==> src/rtl/serial_rx_pkg.sv <==
// Shared types and constants for the serial configuration-frame receiver.
package serial_rx_pkg;

  // Receiver framing state.
  typedef enum logic [1:0] {
    IDLE = 2'd0,
    RECV = 2'd1,
    DONE = 2'd2
  } rx_state_t;

  localparam int KEY_W          = 128;
  localparam int ADDR_W         = 8;
  localparam int MODE_W         = 1;
  localparam int FRAME_BITS_DEF = KEY_W + ADDR_W + MODE_W;

  // Running even-parity accumulator: fold one more bit into the XOR of all bits so far.
  function automatic logic par_update(input logic acc, input logic bit_in);
    return acc ^ bit_in;
  endfunction

endpackage

==> src/rtl/sync_edge_det.sv <==
// Multi-flop pin synchroniser with one extra history flop for edge detection.
// The chain resets to RESET_VAL so an idle pin produces no spurious edge.
module sync_edge_det #(
  parameter int   STAGES    = 2,
  parameter logic RESET_VAL = 1'b0
) (
  input  logic clk,
  input  logic rst,
  input  logic async_in,
  output logic level,
  output logic rise,
  output logic fall
);

  logic [STAGES-1:0] sync_r;
  logic              prev_r;

  // Shift the pin through the synchroniser and keep the previous synced level.
  always_ff @(posedge clk) begin
    if (rst) begin
      sync_r <= {STAGES{RESET_VAL}};
      prev_r <= RESET_VAL;
    end else begin
      sync_r <= {sync_r[STAGES-2:0], async_in};
      prev_r <= sync_r[STAGES-1];
    end
  end

  assign level = sync_r[STAGES-1];
  assign rise  = sync_r[STAGES-1] & ~prev_r;
  assign fall  = ~sync_r[STAGES-1] & prev_r;

endmodule

==> src/rtl/serial_frame_rx.sv <==
// Serial configuration-frame receiver: synchronises sclk/sdata/cs_n and
// emits one shift strobe per payload bit, MSB first, plus done/error pulses.
// Optional feature: define SERIAL_FRAME_RX_PARITY_EN to expect a trailing
// even-parity bit after the payload; it is checked, never shifted out.
module serial_frame_rx
  import serial_rx_pkg::*;
#(
  parameter int FRAME_BITS  = FRAME_BITS_DEF,
  parameter int SYNC_STAGES = 2
) (
  input  logic clk,
  input  logic rst,
  input  logic sclk_in,
  input  logic sdata_in,
  input  logic cs_n_in,
  output logic shift_enable,
  output logic serial_in,
  output logic frame_done,
  output logic frame_error,
  output logic busy
);

  localparam int CNT_W = $clog2(FRAME_BITS + 2);

`ifdef SERIAL_FRAME_RX_PARITY_EN
  localparam logic PARITY_ON_C = 1'b1;
`else
  localparam logic PARITY_ON_C = 1'b0;
`endif

  // Synchronised pin views
  logic sclk_rise_s, sclk_lvl_unused_s, sclk_fall_unused_s;
  logic cs_lvl_s, cs_rise_s, cs_fall_s;
  logic sdata_lvl_s, sdata_rise_unused_s, sdata_fall_unused_s;

  sync_edge_det #(.STAGES(SYNC_STAGES), .RESET_VAL(1'b0)) u_sync_sclk (
    .clk      (clk),
    .rst      (rst),
    .async_in (sclk_in),
    .level    (sclk_lvl_unused_s),
    .rise     (sclk_rise_s),
    .fall     (sclk_fall_unused_s)
  );

  sync_edge_det #(.STAGES(SYNC_STAGES), .RESET_VAL(1'b1)) u_sync_cs_n (
    .clk      (clk),
    .rst      (rst),
    .async_in (cs_n_in),
    .level    (cs_lvl_s),
    .rise     (cs_rise_s),
    .fall     (cs_fall_s)
  );

  sync_edge_det #(.STAGES(SYNC_STAGES), .RESET_VAL(1'b0)) u_sync_sdata (
    .clk      (clk),
    .rst      (rst),
    .async_in (sdata_in),
    .level    (sdata_lvl_s),
    .rise     (sdata_rise_unused_s),
    .fall     (sdata_fall_unused_s)
  );

  // State and registered outputs
  rx_state_t        state_r, state_nxt_s;
  logic [CNT_W-1:0] bit_cnt_r, bit_cnt_nxt_s;
  logic             par_r, par_nxt_s;
  logic             shift_enable_r, shift_enable_nxt_s;
  logic             serial_in_r, serial_in_nxt_s;
  logic             frame_done_r, frame_done_nxt_s;
  logic             frame_error_r, frame_error_nxt_s;
  logic             busy_r, busy_nxt_s;
  logic             cnt_full_s;

  assign cnt_full_s = (bit_cnt_r == CNT_W'(FRAME_BITS));

  // Next-state and output decode; a cs_n rise always takes priority over an sclk rise.
  always_comb begin
    state_nxt_s        = state_r;
    bit_cnt_nxt_s      = bit_cnt_r;
    par_nxt_s          = par_r;
    shift_enable_nxt_s = 1'b0;
    serial_in_nxt_s    = serial_in_r;
    frame_done_nxt_s   = 1'b0;
    frame_error_nxt_s  = 1'b0;

    case (state_r)
      IDLE: begin
        if (cs_fall_s) begin
          state_nxt_s   = RECV;
          bit_cnt_nxt_s = {CNT_W{1'b0}};
          par_nxt_s     = 1'b0;
        end else begin
          state_nxt_s = IDLE;
        end
      end

      RECV: begin
        if (cs_rise_s) begin
          // Frame closed by the host: complete only if the payload was full
          // and no parity bit is still owed.
          state_nxt_s = IDLE;
          if (!PARITY_ON_C && cnt_full_s) begin
            frame_done_nxt_s = 1'b1;
          end else begin
            frame_error_nxt_s = 1'b1;
          end
        end else if (!PARITY_ON_C && cnt_full_s) begin
          frame_done_nxt_s = 1'b1;
          state_nxt_s      = DONE;
        end else if (sclk_rise_s && !cs_lvl_s) begin
          if (!cnt_full_s) begin
            shift_enable_nxt_s = 1'b1;
            serial_in_nxt_s    = sdata_lvl_s;
            bit_cnt_nxt_s      = bit_cnt_r + CNT_W'(1);
            par_nxt_s          = par_update(par_r, sdata_lvl_s);
          end else begin
            // Trailing parity bit: even parity over payload plus this bit.
            bit_cnt_nxt_s = bit_cnt_r + CNT_W'(1);
            state_nxt_s   = DONE;
            if (par_update(par_r, sdata_lvl_s) == 1'b0) begin
              frame_done_nxt_s = 1'b1;
            end else begin
              frame_error_nxt_s = 1'b1;
            end
          end
        end else begin
          state_nxt_s = RECV;
        end
      end

      DONE: begin
        if (cs_rise_s) begin
          state_nxt_s = IDLE;
        end else begin
          state_nxt_s = DONE;
        end
      end

      default: begin
        state_nxt_s = IDLE;
      end
    endcase

    busy_nxt_s = (state_nxt_s != IDLE);
  end

  // State, counter and output registers.
  always_ff @(posedge clk) begin
    if (rst) begin
      state_r        <= IDLE;
      bit_cnt_r      <= {CNT_W{1'b0}};
      par_r          <= 1'b0;
      shift_enable_r <= 1'b0;
      serial_in_r    <= 1'b0;
      frame_done_r   <= 1'b0;
      frame_error_r  <= 1'b0;
      busy_r         <= 1'b0;
    end else begin
      state_r        <= state_nxt_s;
      bit_cnt_r      <= bit_cnt_nxt_s;
      par_r          <= par_nxt_s;
      shift_enable_r <= shift_enable_nxt_s;
      serial_in_r    <= serial_in_nxt_s;
      frame_done_r   <= frame_done_nxt_s;
      frame_error_r  <= frame_error_nxt_s;
      busy_r         <= busy_nxt_s;
    end
  end

  assign shift_enable = shift_enable_r;
  assign serial_in    = serial_in_r;
  assign frame_done   = frame_done_r;
  assign frame_error  = frame_error_r;
  assign busy         = busy_r;

endmodule

==> config.mk <==
export PLATFORM = sky130hd
export DESIGN_NAME = serial_frame_rx
export DESIGN_NICKNAME = d
export VERILOG_FILES = /design/src/rtl/serial_rx_pkg.sv /design/src/rtl/sync_edge_det.sv /design/src/rtl/serial_frame_rx.sv
export SDC_FILE = /design/constraint.sdc
export NUM_CORES = 1
export LEC_CHECK = 0
export BUFFER_PORTS_ARGS = -buffer_cell sky130_fd_sc_hd__buf_2
export CORE_UTILIZATION = 34
export DETAILED_ROUTE_END_ITERATION = 7
export GPL_ROUTABILITY_DRIVEN = 0
export MAX_ROUTING_LAYER = met4
export SLEW_MARGIN = 10
export SYNTH_ARGS = -nofsm -noshare
export SYNTH_HDL_FRONTEND = slang
export SYNTH_HIERARCHICAL = 1
export SYNTH_SLANG_ARGS = --single-unit
==> constraint.sdc <==
create_clock -name clk -period 3.7 [get_ports clk]
set_clock_uncertainty 0.15 [all_clocks]
set_input_delay 0.555 -clock clk [delete_from_list [all_inputs] [get_ports clk]]
set_output_delay 0.555 -clock clk [all_outputs]
set_load 0.02 [all_outputs]
==> results.md <==
* Status: complete, no violations
* R2r setup slk at 1.82 ns
* Synth warn at 6
* Post-CTS Hold Fix Bufs at 0
* Drt pass-1 iters at 4
* Total congestion overflow at 0
* Horiz. Die Dim at 55.9 um
* Part of the cycle the worst path needs at 50.7%
* Wirelength per Cell at 13.3 um
* Max VDD drop at 262 uV
* Hpwl dp at 1.41 mm
* Power per cell area at 363 nW/um2
* Post_cts resized at 0
* P&R area growth vs syn at 8.61%
* Slew HR at 72.8%
* Max-cap violations at 0
* Total CTS buffers at 3
* Initial DRC count at 15
* Reg clk slew, reported paths at 0.13 ns
* Via density per instance at 5.38
* CTS H-Tree Depth at 1
* Rows at 19
* Synthesized cell area at 988 um2
* Fillers at 284
* Crit path cell chain: ha_1 -> nor4b_4 -> and3_1 -> nor3_2 -> a221o_1
* Worst hold path class: primary input to flip-flop
* Clock Latency Late Sink at 0.32 ns
* # clock sinks at 23
* Setup ws final at 1.82 ns
* Final setup TNS at 0 ns
* CTS root buf: clkbuf_4
* CTS tree: yes
* CP Buf/Inv Count at 0
* Final setup fails at 0
* Slew @ Worst Pin at 0.408 ns
* Inserted Diodes at 0
* Die Y at 55.9 um
* Routed WL at 1.95 mm
* Via Count at 791
* CP Max Fanout at 6
* Worst Setup End Kind: flip-flop
* Placeable Area at 2760 um2
* Fin crit period at 1.88 ns
* Fmax achieved at 533 MHz
* Layout cells sized above 1 at 12.9%
* Initial antenna violation count at 0
* Buffers on Ports at 9
* Crit Path Class: flip-flop to flip-flop
* Pin count of the biggest net entering global routing at 24
* Core Util, Final at 38.9%
* Final Max Tran Viols at 0
* Final nets at 124
* Max incr delay on CP at 0.45 ns
* Antenna Nets Post-Route at 0
* Die footprint at 3130 um2
* Clock tree buffer depth at 2
* Critical Path Start Type: flip-flop
* Final Power at 0.389 mW
* Dpl ws at 1.83 ns
* Post-synth net total at 114
* Unrepaired setup endpoints after global routing: false
* Number of global-route vias before repair at 739
* Slowest cell on crit path: dfxtp_1
* Starting density of the core at 35.8%
* Critical Path AT at 1.95 ns
* Remaining DRCs at 0
* Num ports at 10
* CP top delay family: simple AND/OR/NAND/NOR gates
* GRT Total Usage at 14.5%
* Leak at 0.422 nW
* First-pass GRT wire length at 3.39 mm
* WP data required at 3.77 ns
* Syn Inst Count at 107
* Post CTS Setup Buffer Count at 0
* Final Hold Fails at 0
* Syn Area/Cell at 9.24 um2
worst register-to-register path, delay by kind of cell (launching register included):
kind	cells	cell delay [ns]
and+or+nand+nor	3	0.67
DFF	1	0.45
AOI/OAI and AO/OA	1	0.33
adders and majority gates	1	0.18
cell type report:
class	instances	area, um2	share of cell area (%)
multi-input combinational	75	483	45.0
sequential	23	460	42.9
timing repair buffer	9	45.0	4.20
tap	31	38.8	3.61
clock buffer	3	22.5	2.10
inverter	5	18.8	1.75
clock inverter	1	5.00	0.466
per-stage QoR:
step | hold slack, ns | cells | area [um2]
after floorplan | 0.233 | 107 | 988
after global placement | 0.244 | 143 | 1050
after detailed placement | 0.260 | 143 | 1050
after CTS | 0.260 | 147 | 1070
after global routing | 0.266 | 147 | 1070
final | 0.262 | 147 | 1070
worst paths after layout:
path,depth (start not counted),startpoint,endpoint
max,5,bit_cnt_r[0],bit_cnt_r[6]
min,2,cs_n_in,u_sync_cs_n/sync_r[0]
max reg2reg,5,bit_cnt_r[0],bit_cnt_r[6]
min reg2reg,1,u_sync_cs_n/sync_r[0],u_sync_cs_n/sync_r[1]
power breakdown:
group	internal, mW	leakage, nW	switching, mW
combinational	0.00741	0.217	0.0112
sequential	0.252	0.187	0.00266
clock	0.0405	0.0177	0.0752
total	0.300	0.422	0.0890
flip-flops by register name, indices dropped and copies added (netlist names), 2 cells and up:
register / count
state_r: 2
bit_cnt_r: 8
u_sync_sdata/sync_r: 2
u_sync_cs_n/sync_r: 2
u_sync_sclk/sync_r: 2
cells in the final DEF (no fill, tap or decap):
cell / count
a211o_1: 1
a211oi_1: 1
a21boi_1: 1
a21oi_1: 7
a221o_1: 1
a22o_1: 1
a31o_1: 1
a31oi_1: 4
and2_1: 1
and2b_1: 2
and3_1: 5
buf_2: 9
clkbuf_4: 3
clkinv_2: 1
dfxtp_1: 23
ha_1: 2
inv_1: 5
nand2_1: 2
nand2b_1: 2
nand3_1: 4
nand4_1: 3
nor2_1: 4
nor2b_1: 10
nor3_1: 5
nor3_2: 1
nor3b_1: 1
nor4_1: 2
nor4b_4: 1
o21ai_0: 3
o21ai_1: 3
or2_1: 3
or3_1: 2
or3b_1: 2
per-layer routing:
metal  GRT usage, %  share of wire [%]  up-vias
met5              -                  0        -
met4           8.36                3.1        0
met3           2.79                2.5        7
met2           23.1                 50       15
met1           17.2                 44      372
li1               -                  -      397
(Power assumes the default switching activity.)
